**config.mk**
```make
export PLATFORM = sky130hd
export DESIGN_NAME = idecode_32
export DESIGN_NICKNAME = d
export VERILOG_FILES = /design/src/rtl/idecode_32_pkg.sv /design/src/rtl/idecode_32_regfile32.sv /design/src/rtl/idecode_32.sv
export SDC_FILE = /design/constraint.sdc
export NUM_CORES = 2
export LEC_CHECK = 0
export ABC_AREA = 1
export CELL_PAD_IN_SITES_DETAIL_PLACEMENT = 0
export CELL_PAD_IN_SITES_GLOBAL_PLACEMENT = 2
export CORE_ASPECT_RATIO = 1.4
export CORE_MARGIN = 10
export CORE_UTILIZATION = 25
export DETAILED_ROUTE_END_ITERATION = 10
export PLACE_DENSITY = 0.69
export SLEW_MARGIN = 10
export SYNTH_ARGS = -nofsm -noshare
export SYNTH_HDL_FRONTEND = slang
export SYNTH_HIERARCHICAL = 1
export SYNTH_SLANG_ARGS = --single-unit
```
**constraint.sdc**
```tcl
create_clock -name clock -period 3.15 [get_ports clock]
set_input_delay 0.315 -clock clock [delete_from_list [all_inputs] [get_ports clock]]
set_output_delay 0.315 -clock clock [all_outputs]
set_load 0.01 [all_outputs]
```
**src/rtl/idecode_32_pkg.sv**
```systemverilog
// Shared definitions for the Minisys-1A instruction-decode stage:
// opcode constants, special register numbers and instruction field helpers.
package idecode_32_pkg;

    localparam logic [5:0] SPECIAL = 6'h00;
    localparam logic [5:0] REGIMM  = 6'h01;
    localparam logic [5:0] J       = 6'h02;
    localparam logic [5:0] JAL     = 6'h03;
    localparam logic [5:0] ANDI    = 6'h0C;
    localparam logic [5:0] ORI     = 6'h0D;
    localparam logic [5:0] XORI    = 6'h0E;

    localparam logic [4:0] REG_ZERO = 5'd0;
    localparam logic [4:0] REG_RA   = 5'd31;

    typedef struct packed {
        logic [5:0]  op;
        logic [4:0]  rs;
        logic [4:0]  rt;
        logic [4:0]  rd;
        logic [15:0] imm;
    } instr_fields_t;

    // Which source feeds the write port; order mirrors link priority.
    typedef enum logic [1:0] {
        WB_NORMAL = 2'd0,
        WB_JAL    = 2'd1,
        WB_JALR   = 2'd2,
        WB_BLINK  = 2'd3
    } wb_sel_t;

    function automatic instr_fields_t split_fields(input logic [31:0] instr);
        instr_fields_t f;
        f.op  = instr[31:26];
        f.rs  = instr[25:21];
        f.rt  = instr[20:16];
        f.rd  = instr[15:11];
        f.imm = instr[15:0];
        return f;
    endfunction

    // Logical immediates are unsigned; everything else is sign-extended.
    function automatic logic [31:0] extend_imm(input logic [5:0] op, input logic [15:0] imm);
        logic zero_ext;
        zero_ext = (op == ANDI) || (op == ORI) || (op == XORI);
        if (zero_ext)
            return {16'h0000, imm};
        else
            return {{16{imm[15]}}, imm};
    endfunction

endpackage

```
**src/rtl/idecode_32_regfile32.sv**
```systemverilog
// 32x32 general register file: three asynchronous read ports, one write port
// updated on the falling clock edge, synchronous clear, $0 hardwired to zero.
module regfile32
    import idecode_32_pkg::*;
(
    input  logic        clock,
    input  logic        reset,
    input  logic        we,
    input  logic [4:0]  waddr,
    input  logic [31:0] wdata,
    input  logic [4:0]  raddr_a,
    input  logic [4:0]  raddr_b,
    input  logic [4:0]  raddr_c,
    output logic [31:0] rdata_a,
    output logic [31:0] rdata_b,
    output logic [31:0] rdata_c
);

    logic [31:0] regs [32];

    // Falling-edge update lets the second half of a cycle see its own write.
    always_ff @(negedge clock) begin
        if (reset) begin
            for (int i = 0; i < 32; i++) begin
                regs[i] <= 32'h0000_0000;
            end
        end else if (we && (waddr != REG_ZERO)) begin
            regs[waddr] <= wdata;
        end
    end

    assign rdata_a = (raddr_a == REG_ZERO) ? 32'h0000_0000 : regs[raddr_a];
    assign rdata_b = (raddr_b == REG_ZERO) ? 32'h0000_0000 : regs[raddr_b];
    assign rdata_c = (raddr_c == REG_ZERO) ? 32'h0000_0000 : regs[raddr_c];

endmodule

```
**src/rtl/idecode_32.sv**
```systemverilog
// ID stage of the Minisys-1A pipeline: field split, immediate extension, jump
// target, write-back address/data resolution (including links) and register file.
module idecode_32
    import idecode_32_pkg::*;
(
    input  logic        clock,
    input  logic        reset,
    input  logic [31:0] ID_opcplus4,
    input  logic [31:0] Instruction,
    input  logic [31:0] Wdata,
    input  logic [4:0]  Waddr,
    input  logic        Jal,
    input  logic        Jalr,
    input  logic        Bgezal,
    input  logic        Bltzal,
    input  logic        Negative,
    input  logic        RegWrite,
    output logic [31:0] ID_Jpc,
    output logic [31:0] read_data_1,
    output logic [31:0] read_data_2,
    output logic [4:0]  write_address_1,
    output logic [4:0]  write_address_0,
    output logic [31:0] write_data,
    output logic [4:0]  write_register_address,
    output logic [31:0] sign_extend,
    output logic [4:0]  rs,
    output logic [31:0] rd_data
);

    instr_fields_t fields;
    wb_sel_t       wb_sel;
    logic          branch_link;
    logic          link;
    logic          write_enable;

    assign fields = split_fields(Instruction);

    assign rs              = fields.rs;
    assign write_address_0 = fields.rt;
    assign write_address_1 = fields.rd;
    assign sign_extend     = extend_imm(fields.op, fields.imm);
    assign ID_Jpc          = {ID_opcplus4[31:26], Instruction[25:0]};

    assign branch_link  = (Bgezal & ~Negative) | (Bltzal & Negative);
    assign link         = Jal | Jalr | branch_link;
    assign write_enable = RegWrite | link;

    // Priority Jal > Jalr > qualified branch-and-link > ordinary write-back.
    always_comb begin
        wb_sel                 = WB_NORMAL;
        write_register_address = Waddr;
        write_data             = Wdata;
        if (Jal)
            wb_sel = WB_JAL;
        else if (Jalr)
            wb_sel = WB_JALR;
        else if (branch_link)
            wb_sel = WB_BLINK;

        case (wb_sel)
            WB_JAL, WB_BLINK: begin
                write_register_address = REG_RA;
                write_data             = ID_opcplus4;
            end
            WB_JALR: begin
                write_register_address = Waddr;
                write_data             = ID_opcplus4;
            end
            default: begin
                write_register_address = Waddr;
                write_data             = Wdata;
            end
        endcase
    end

    regfile32 u_regfile (
        .clock   (clock),
        .reset   (reset),
        .we      (write_enable),
        .waddr   (write_register_address),
        .wdata   (write_data),
        .raddr_a (fields.rs),
        .raddr_b (fields.rt),
        .raddr_c (fields.rd),
        .rdata_a (read_data_1),
        .rdata_b (read_data_2),
        .rdata_c (rd_data)
    );

endmodule

```
==> metrics.md <==
| Metric | Value |
|---|---|
| Outcome | complete, but fails checks |
| Violated checks | negative setup slack |
| Worst path cell trace | buf_6 -> nor2_2 -> nor2_1 -> o21ai_1 -> a21oi_2 -> nor2_4 -> nand2_2 -> nand2_2 -> nor2_4 -> buf_6 |
| Longest Clk Path Bufs | 3 |
| Post-synth cell types | 23 |
| Worst setup margin | -1.08 ns |
| Global-route wire length before repair | 594 mm |
| Synth Flop Type | edfxtp_1 |
| Post-synth top area share | 45.2% |
| Sequential element share of the synthesized area | 45.2% |
| Final setup violation count | 2075 |
| Max Cap Viol | 0 |
| Top cells by count, synth | nand2_1 (3388), nor2_1 (1866), nand3_1 (1661) |
| Post-Syn Instances | 9875 |
| Area contributors post-synth | edfxtp_1 (45%), nand2_1 (19%), nand3_1 (12%), nor2_1 (10%), o21ai_0 (3.4%) |
| Gpl congestion | 0.911 |
| Routed Antenna Nets | 0 |
| Critical path arrival | 3.92 ns |
| Hold bufs inserted after CTS | 0 |
| DP Wirelength | 278 mm |
| CTS buffer count | 116 |
| CTS tree | built |
| Critical path type | flip-flop to output pin |
| Clk sinks | 1024 |
| CP Capture Type | output pin |
| Core footprint | 271000 um^2 |
| Max IR drop VDD | 0.000529 V |
| Nets@finish | 11600 |
| Iter 0 DRT Violations | 10600 |
| Die height | 637 um |
| Biggest cell delay along the critical path | 0.48 ns |
| Max-slew violations | 0 |
| Number of synthesized flops with an enable pin | 1024 |
| DR WL/cell | 29.1 um |
| Total number of vias | 82100 |
| CP Max Fanout | 2 |
| Area Overhead vs Synth | 47.8% |
| Die X | 461 um |
| Vias per cell | 5.42 |
| Synth Cell Area | 68100 um^2 |
| Slew HR | 41.7% |
| Static Leakage | 45.6 nW |
| Top-count cell post-synth | nand2_1 |
| Gr usage total | 28.1% |
| Finished Core Util | 37.1% |
| CP startpoint kind | flip-flop |
| RSZ-0062 raised after global routing | yes |
| Remaining Overflow, GRT | 0 |
| H-tree lvl count | 3 |
| Clk slew on worst S/H paths | 0.05 ns |
| Tot Pwr | 48.0 mW |
| Mapped Avg Cell Area | 6.89 um^2 |
| Initial antenna violation count | 5 |
| Max reg flops | 1024 |
| Routed WL | 441 mm |
| Largest reg by FF count | u_regfile/regs |
| HP Class | primary input to output pin |
| Drt drc | 0 |
| Slew @ Worst Pin | 0.873 ns |
| Dominant cell type by area after synthesis | edfxtp_1 |
| Root Driver | clkbuf_16 |
| Worst EP required | 2.83 ns |
| Worst path slowest cell | edfxtp_1 |
| First drt pass iteration count | 6 |
| IO Port Bufs | 287 |
| Async set-reset flop share out of synthesis | 0% |
| Post-place setup slack | -1.74 ns |
| Final Hold Viols | 0 |
| PwrDens | 477 nW/um^2 |
| Largest net degree at the start of global routing | 71 |
| Synth warn | 6 |
| Worst path bufs/invs | 2 |
| Ports | 321 |
| CP top delay family | simple AND/OR/NAND/NOR gates |
| Site Rows | 226 |
| Die area | 294000 um^2 |
| Initial Utilization | 25.1% |
| Layout cells sized above 1 | 22.1% |
| Synthesized flop and latch total | 1024 |
| Vias in the first global route | 79500 |
| Largest registers | u_regfile/regs: 1024 flops |
-- what timing repair did --
item | in CTS | in global routing
pin swaps | 484 | 440
cloned | 43 | 25
resized for setup | 1424 | 930
setup endpoints to repair | 2080 | 2012
buffers inserted | 156 | 79
-- power breakdown --
| group | leakage [nW] | internal [mW] | switching (mW) |
|---|---|---|---|
| Combinational | 28.4 | 3.90 | 7.06 |
| Sequential | 9.77 | 16.0 | 0.819 |
| Clock | 7.43 | 9.84 | 10.4 |
-- layout make-up --
type	instances	area (um^2)
diodes	3	7.51
clock buffers	116	2900
clock inverters	1125	4930
fillers	27900	170000
inverters	195	901
multi-input cells	7747	38500
flip-flops and latches	1024	30700
well taps	3534	4420
repair buffers	1413	18300
-- placed cells by master, fill, tap and decap left out, types with 21 or more instances in the layout --
cell type        instances
nand2_1               3057
nand3_1               1433
nor2_1                1425
inv_1                 1185
edfxtp_1              1024
buf_4                  529
buf_12                 399
o21ai_0                357
nor2_4                 317
nand2_2                234
nand3_2                204
buf_6                  194
a21oi_1                168
clkdlybuf4s50_1        164
clkbuf_16              140
o21ai_1                126
nor2_2                 125
nand2_8                 57
a21oi_2                 56
buf_16                  44
nand2_4                 42
nand4_1                 34
o211ai_1                33
conb_1                  32
inv_4                   30
buf_8                   26
nand3_4                 25
buf_2                   21
-- metal layers --
| layer | share of wire, % | routed length (um) | global-route usage (%) | vias up |
|---|---|---|---|---|
| met5 | 0.0059 | 26 | 0 | - |
| met4 | 8.6 | 37700 | 20.4 | 4 |
| met3 | 9.1 | 40000 | 5.12 | 1426 |
| met2 | 47 | 206000 | 46.1 | 5577 |
| met1 | 36 | 157000 | 32.7 | 39400 |
| li1 | - | - | - | 35700 |
-- logic make-up after synthesis --
logic type	after synthesis	synth area share (%)
DFF	1024	45.2
buffers and inverters	1135	7.55
and+or+nand+nor	6963	41.6
AOI/OAI and AO/OA	752	5.65
other	1	0.00551
-- per-stage QoR --
step | instances | hold slack [ns] | instance area (um^2) | TNS (ns)
3_5_place_dp | 13700 | 0.630 | 83000 | -2962.28
4_1_cts | 15100 | 0.630 | 96400 | -154.26
3_3_place_gp | 13700 | 0.630 | 83000 | -3144.38
2_1_floorplan | 9906 | 0.722 | 69100 | -687.86
6_report | 15200 | 0.630 | 101000 | -558.13
5_1_grt | 15200 | 0.630 | 101000 | -601.23
-- worst paths after layout --
path                           to              startpoint  cells after the start
worst max-delay path  rd_data[10]  u_regfile/regs[22][10]                     10
worst min-delay path   ID_Jpc[10]         Instruction[10]                      0
Power figures use the tool's default switching activity.
